[src/rtl/register_file_mp.sv]
// register_file_mp: multi-port register file with a hard-wired zero entry,
// per-entry busy (pending producer) tracking and optional write-to-read
// forwarding. Reads are combinational; all state updates on the rising clk edge.
module register_file_mp #(
  parameter int AWIDTH = 5,
  parameter int DWIDTH = 32,
  parameter int NREAD  = 2,
  parameter int NWRITE = 2,
  parameter int BYPASS = 1
) (
  input  logic                     clk,
  input  logic                     rst,
  input  logic [NREAD*AWIDTH-1:0]  raddr,
  output logic [NREAD*DWIDTH-1:0]  rdata,
  output logic [NREAD-1:0]         rbusy,
  input  logic [NWRITE-1:0]        wen,
  input  logic [NWRITE*AWIDTH-1:0] waddr,
  input  logic [NWRITE*DWIDTH-1:0] wdata,
  input  logic                     bset_en,
  input  logic [AWIDTH-1:0]        bset_addr
);

  localparam int DEPTH = 2**AWIDTH;

  logic [DWIDTH-1:0] mem [DEPTH];
  logic [DEPTH-1:0]  busy;
  logic [DEPTH-1:0]  busy_nxt;

  logic [AWIDTH-1:0] wa [NWRITE];
  logic [DWIDTH-1:0] wd [NWRITE];
  logic              wv [NWRITE];

  // Unpack the write ports; a write to entry 0 is never valid.
  for (genvar i = 0; i < NWRITE; i++) begin : g_wunpack
    assign wa[i] = waddr[i*AWIDTH +: AWIDTH];
    assign wd[i] = wdata[i*DWIDTH +: DWIDTH];
    assign wv[i] = wen[i] && (wa[i] != '0);
  end

  // Data storage: later ports are assigned last, so the highest index wins.
  always_ff @(posedge clk or posedge rst) begin
    if (rst) begin
      for (int k = 0; k < DEPTH; k++) begin
        mem[k] <= '0;
      end
    end else begin
      for (int i = 0; i < NWRITE; i++) begin
        if (wv[i]) begin
          mem[wa[i]] <= wd[i];
        end
      end
    end
  end

  // Busy next state: writes clear, then a set overrides a same-address clear.
  always_comb begin
    busy_nxt = busy;
    for (int i = 0; i < NWRITE; i++) begin
      if (wv[i]) begin
        busy_nxt[wa[i]] = 1'b0;
      end
    end
    if (bset_en && (bset_addr != '0)) begin
      busy_nxt[bset_addr] = 1'b1;
    end
    busy_nxt[0] = 1'b0;
  end

  // Busy register.
  always_ff @(posedge clk or posedge rst) begin
    if (rst) begin
      busy <= '0;
    end else begin
      busy <= busy_nxt;
    end
  end

  for (genvar j = 0; j < NREAD; j++) begin : g_read
    logic [AWIDTH-1:0] ra;
    logic [DWIDTH-1:0] rd;
    logic              rb;

    assign ra = raddr[j*AWIDTH +: AWIDTH];

    // Read mux with forwarding; ascending scan lets the highest write port win.
    // Forwarding is suppressed in reset so every read returns zero.
    always_comb begin
      rd = mem[ra];
      rb = busy[ra];
      if ((BYPASS == 1) && !rst && (ra != '0)) begin
        for (int i = 0; i < NWRITE; i++) begin
          if (wv[i] && (wa[i] == ra)) begin
            rd = wd[i];
            rb = 1'b0;
          end
        end
      end
    end

    assign rdata[j*DWIDTH +: DWIDTH] = rd;
    assign rbusy[j]                  = rb;
  end

endmodule

[config.mk]
export PLATFORM = sky130hd
export DESIGN_NAME = register_file_mp
export DESIGN_NICKNAME = d
export VERILOG_FILES = /design/src/rtl/register_file_mp.sv
export SDC_FILE = /design/constraint.sdc
export NUM_CORES = 2
export LEC_CHECK = 0
export ABC_CLOCK_PERIOD_IN_PS = 40200
export CORE_ASPECT_RATIO = 0.8
export CORE_MARGIN = 1.5
export CORE_UTILIZATION = 50
export DETAILED_ROUTE_END_ITERATION = 8
export PLACE_DENSITY = 0.69
export SYNTH_ARGS = -nofsm -noshare
export SYNTH_HDL_FRONTEND = slang
export SYNTH_SLANG_ARGS = --single-unit
[constraint.sdc]
create_clock -name clk -period 40.2 [get_ports clk]
set_input_delay 8.04 -clock clk [delete_from_list [all_inputs] [get_ports clk]]
set_output_delay 8.04 -clock clk [all_outputs]
set_load 0.005 [all_outputs]
## After elaboration in Yosys (flattened, before gate mapping)

Cells that the tools add are included.

- Flip-flop bits (word level): 1055
- Input port bits: 94
- Logic and storage cells: 119

- $lt $le $gt $ge: 14
- Eq/ne operators: 4
- Muxes and demuxes: 39
- Bitwise gates (word level): 9
- Reduce and logical (&&, ||, !) cells: 20

Operators by type and width:

| kind | number |
|---|---|
| bitwise mux 1024 bit | 2 |
| 2-to-1 mux 1024 bit | 2 |
| 2-to-1 mux 32 bit | 15 |
| binary-select mux 32 bit (select 5 bit) | 2 |
| demux 32 bit (select 5 bit) | 2 |
| AND 32 bit | 2 |
| inverter 32 bit | 2 |
| OR 32 bit | 1 |
| < comparator 5 x 6 -> 1 bit, second input constant | 5 |
| nonzero test 5 bit | 5 |
| >= comparator 6 bit, second input constant | 4 |
| inverter 5 -> 6 bit | 4 |
| == test 5 bit | 4 |
| demux 1 bit (select 5 bit) | 3 |
| >= comparator 5 x 1 -> 1 bit, second input constant | 3 |
| logical AND 1 bit | 14 |
| < comparator 6 x 1 -> 1 bit, second input constant | 2 |
| 2-to-1 mux 1 bit | 11 |
| binary-select mux 1 bit (select 5 bit) | 2 |
| logical NOT 1 bit | 1 |

## Longest topological paths before layout

- Depth after elaboration: 11
- Depth in mapped cells: 10
- Mapped depth without buffers: 5

## Least setup slack after synthesis

OpenSTA, ideal clock, no wires.

- Kind: input port to output port
- Start: input port rst
- End: output port rdata[63]
- Arrival: 33.714 ns
- Data required time: 32.160 ns
- Path slack: -1.554 ns
- Stages: 5
- Cells stage by stage: inv_1 nand2_1 a21oi_2 buf_2 mux2i_1

- Longest elaborated chain between the ends: 3

RTL lines:

| item | RTL line | source |
|---|---|---|
| start, declared | 12 | `input logic rst,` |
| logical NOT 1 bit | 90 | `if ((BYPASS == 1) && !rst && (ra != '0)) begin` |
| logical AND 1 bit | 90 |  |
| 2-to-1 mux 32 bit | 90 |  |
| end, declared | 14 | `output logic [NREAD*DWIDTH-1:0] rdata,` |

Every way passes these cells.

## Worst setup path in the final report

- Start: input port waddr[8]
- End: output port rdata[20]

- Longest elaborated chain between the ends: 5
- Elaborated cells between the ends (all ways): 6
- Classes of those cells: 1 x eq/ne; 2 x mux; 3 x reduce/logical

RTL lines:

| item | RTL line | source |
|---|---|---|
| start, declared | 17 | `input logic [NWRITE*AWIDTH-1:0] waddr,` |
| nonzero test 5 bit | 37 | `assign wv[i] = wen[i] && (wa[i] != '0);` |
| logical AND 1 bit | 37 |  |
| logical AND 1 bit (*) | 92 | `if (wv[i] && (wa[i] == ra)) begin` |
| 2-to-1 mux 32 bit (*) | 92 |  |
| 2-to-1 mux 32 bit (*) | 90 |  |

Mark *: on every way between the ends. The rest lies on a longest branch, timed or not.

==> flow_summary.toml <==
[status]
status = "finished with violations"
violations = "max-capacitance violations, max-slew violations"

[placed_design]
place_area_sq_mm = 0.06788
dp_cells = 7634
gp_congestion = 0.9800
hpwl_microns = 154900
port_buffers = 159

[die]
fp.dieArea_sq_mm = 0.1336
rows = 118
ios = 160
start_util_pct = 50.57
fp.dieH_microns = 327.2
placeableCoreArea_sq_mm = 0.1299
die_w_microns = 408.3

[worst_setup_path]
crit_slowest_cell = "mux2i_1"
worst-path-buf-inv = 4
crit_chain = "clkdlybuf4s50_1, or3_1, nor2_2, nor4_4, buf_4, o21ai_4, buf_4, mux2i_1, clkdlybuf4s50_1"
critPathTopFamily = "buffers and inverters"
reg2reg_slack_ns = 39.25
cp.arrival_ns = 13.29
required_ns = 32.16
cpPeakStageDelay_ns = 0.89
endpoint_kind = "output port"
critPathMaxFanout = 33
cp-start-kind = "input pin"
critPathKind = "in -> out"

[power_and_ir_drop]
p_leak_nw = 29.41
power_density_mw_per_mm2 = 49.78
power_mw = 3.572
ir_drop_v = 0.00003623

[sta]
slew_headroom_pct = -6.076
slew_viol_final = 13
min_period_ns = 21.33
fin_crit_sh_pct = 53.06
clock_skew_ns = 0
hold_viol_final = 0
fmax_mhz = 46.88
setup_viol = 0
tns_ns = 0
whs_ns = 0.3992
rsz0062_at_grt = "no"
worst_pin_slew_ns = 1.586

[clock_network]
cts_tree = "done"
clkSinkCount = 1055
cts_resized = 0
clock_tree.root_cell = "clkbuf_16"
post-cts-setup-buffers = 0
cts_buffers = 114
cts_buffer_depth = 3
htreeDepth = 3
clock_latency_ns = 0.75
cts_hold_buf = 0
cts.clk_slew.worst_paths_ns = 0.06

[min_path]
min_path_type = "reg -> reg"

[route]
viasPerCell = 7.294
drt_pass1_iterations = 8
drt-total-wl_microns = 275500
drt_iter0_drc = 10260
wl_per_cell_microns = 35.09
via_count = 57270
ant_nets = 0
drc = 0

[synthesis]
yosysTopAreaCell = "dfrtp_1"
synth.area.top_cells = "dfrtp_1 40%, mux4_2 18%, mux2i_1 13%"
synthCells = 6376
ys.flop_type = "dfrtp_1"
ys_ff_latch = 1055
synth-warning-count = 0
ys_types = 64
synth_seq_area_share_pct = 40.18
synthArstFlopShare_pct = 100.0
synth_top_area_share_pct = 40.18
syn_avg_cell_area_sq_um = 10.30
synth_edf_count = 0
syn_nets = 6470
syn_area_sq_mm = 0.06570

[finish]
layout.cells.non_filler = 7851
areaGrowthSynthToFinish_pct = 9.215
stdcell_area_sq_mm = 0.07176
fillerInstances = 10920
layout.nets = 6104
multi_input_area_sq_mm = 0.03612
final_layout_size_suffix_gt1_share_pct = 16.56
seqCellArea_sq_mm = 0.02640

[global_routing]
grt_pass1_wl_microns = 393900
grt_pass1_vias = 53920
antenna_found_initial = 25
grt.overflow.total = 0
grt_max_degree = 156
globalRouteTotalUtil_pct = 40.62

[job]
cap_violations = 1
[cells by family after synthesis]
kind of cell | count (synthesis) | synth area share [%]
simple gates | 1511 | 9.273
mux | 1375 | 31.01
flops | 1055 | 40.18
compound gates | 1554 | 13.61
xor+xnor | 20 | 0.2666
buf+inv | 861 | 5.662
[power by group]
part / internal [mW] / switching [mW]
Clock: 0.631 / 0.477
Combinational: 0.483 / 0.418
Sequential: 1.33 / 0.228
Total: 2.45 / 1.12
[final timing paths]
path	from	end	depth (start not counted)
min in group asynchronous	rst	mem[887]	3
hold / removal	mem[995]	mem[995]	0
setup reg to reg	mem[896]	mem[896]	2
hold reg to reg	mem[995]	mem[995]	0
setup / recovery	waddr[8]	rdata[20]	9
max in group asynchronous	rst	mem[803]	6
[synthesized netlist by cell type (all sizes together) (8+ instances only)]
cell type,n
dfrtp,1055
mux2i,845
nand2,700
nor2,662
a21oi,542
mux4,528
o21ai,527
clkbuf,518
buf,306
o22ai,182
a31oi,90
a32oi,48
a22o,41
nor3,40
inv,37
a211o,32
a221oi,32
nor4,31
o22a,29
a32o,12
xnor2,12
nand3,11
nor2b,11
nand2b,9
nand4,9
xor2,8
[area by class of cell]
type,instances,share of cell area [%]
antenna,6,0.02092
tap,1740,3.034
clock buffer,165,4.691
multi-input combinational,4460,50.34
inverter,37,0.1988
sequential,1055,36.79
timing repair buffer,342,4.230
clock inverter,46,0.6940
[metal layers]
metal | GRT usage, % | vias up | wire (microns)
met2 | 54.20 | 5301 | 109000
met1 | 53.63 | 28130 | 97520
met5 | 1.583 | - | 489
met3 | 19.16 | 1263 | 48660
met4 | 23.44 | 40 | 19830
li1 | - | 22540 | -
[sequential cells by signal (all words and copies together), names as in the netlist]
signal and flops:
mem 1024, busy 31
[through the flow]
stage / setup slack (ns) / util (%)
2_1_floorplan: 7.083 / -
3_3_place_gp: 19.20 / 52.24
3_5_place_dp: 19.08 / 52.24
4_1_cts: 19.06 / 55.22
5_1_grt: 18.92 / 55.22
6_report: 18.87 / 55.23
[cells in the final DEF (no fill, tap or decap), drive strengths merged, types with 48 or more instances in the layout]
cell type / instances
a32oi: 48
mux4: 528
mux2i: 845
nand2: 700
o21ai: 527
o22ai: 182
clkdlybuf4s50: 150
nor2: 662
a31oi: 90
a21oi: 542
buf: 192
clkbuf: 165
dfrtp: 1055
[worst reg2reg max path: cells and delay by family, from the launching register on]
| kind | cells | cell delay, ns |
|---|---|---|
| DFF | 1 | 0.41 |
| AOI/OAI and AO/OA | 2 | 0.36 |
Power figures use the tool's default switching activity.
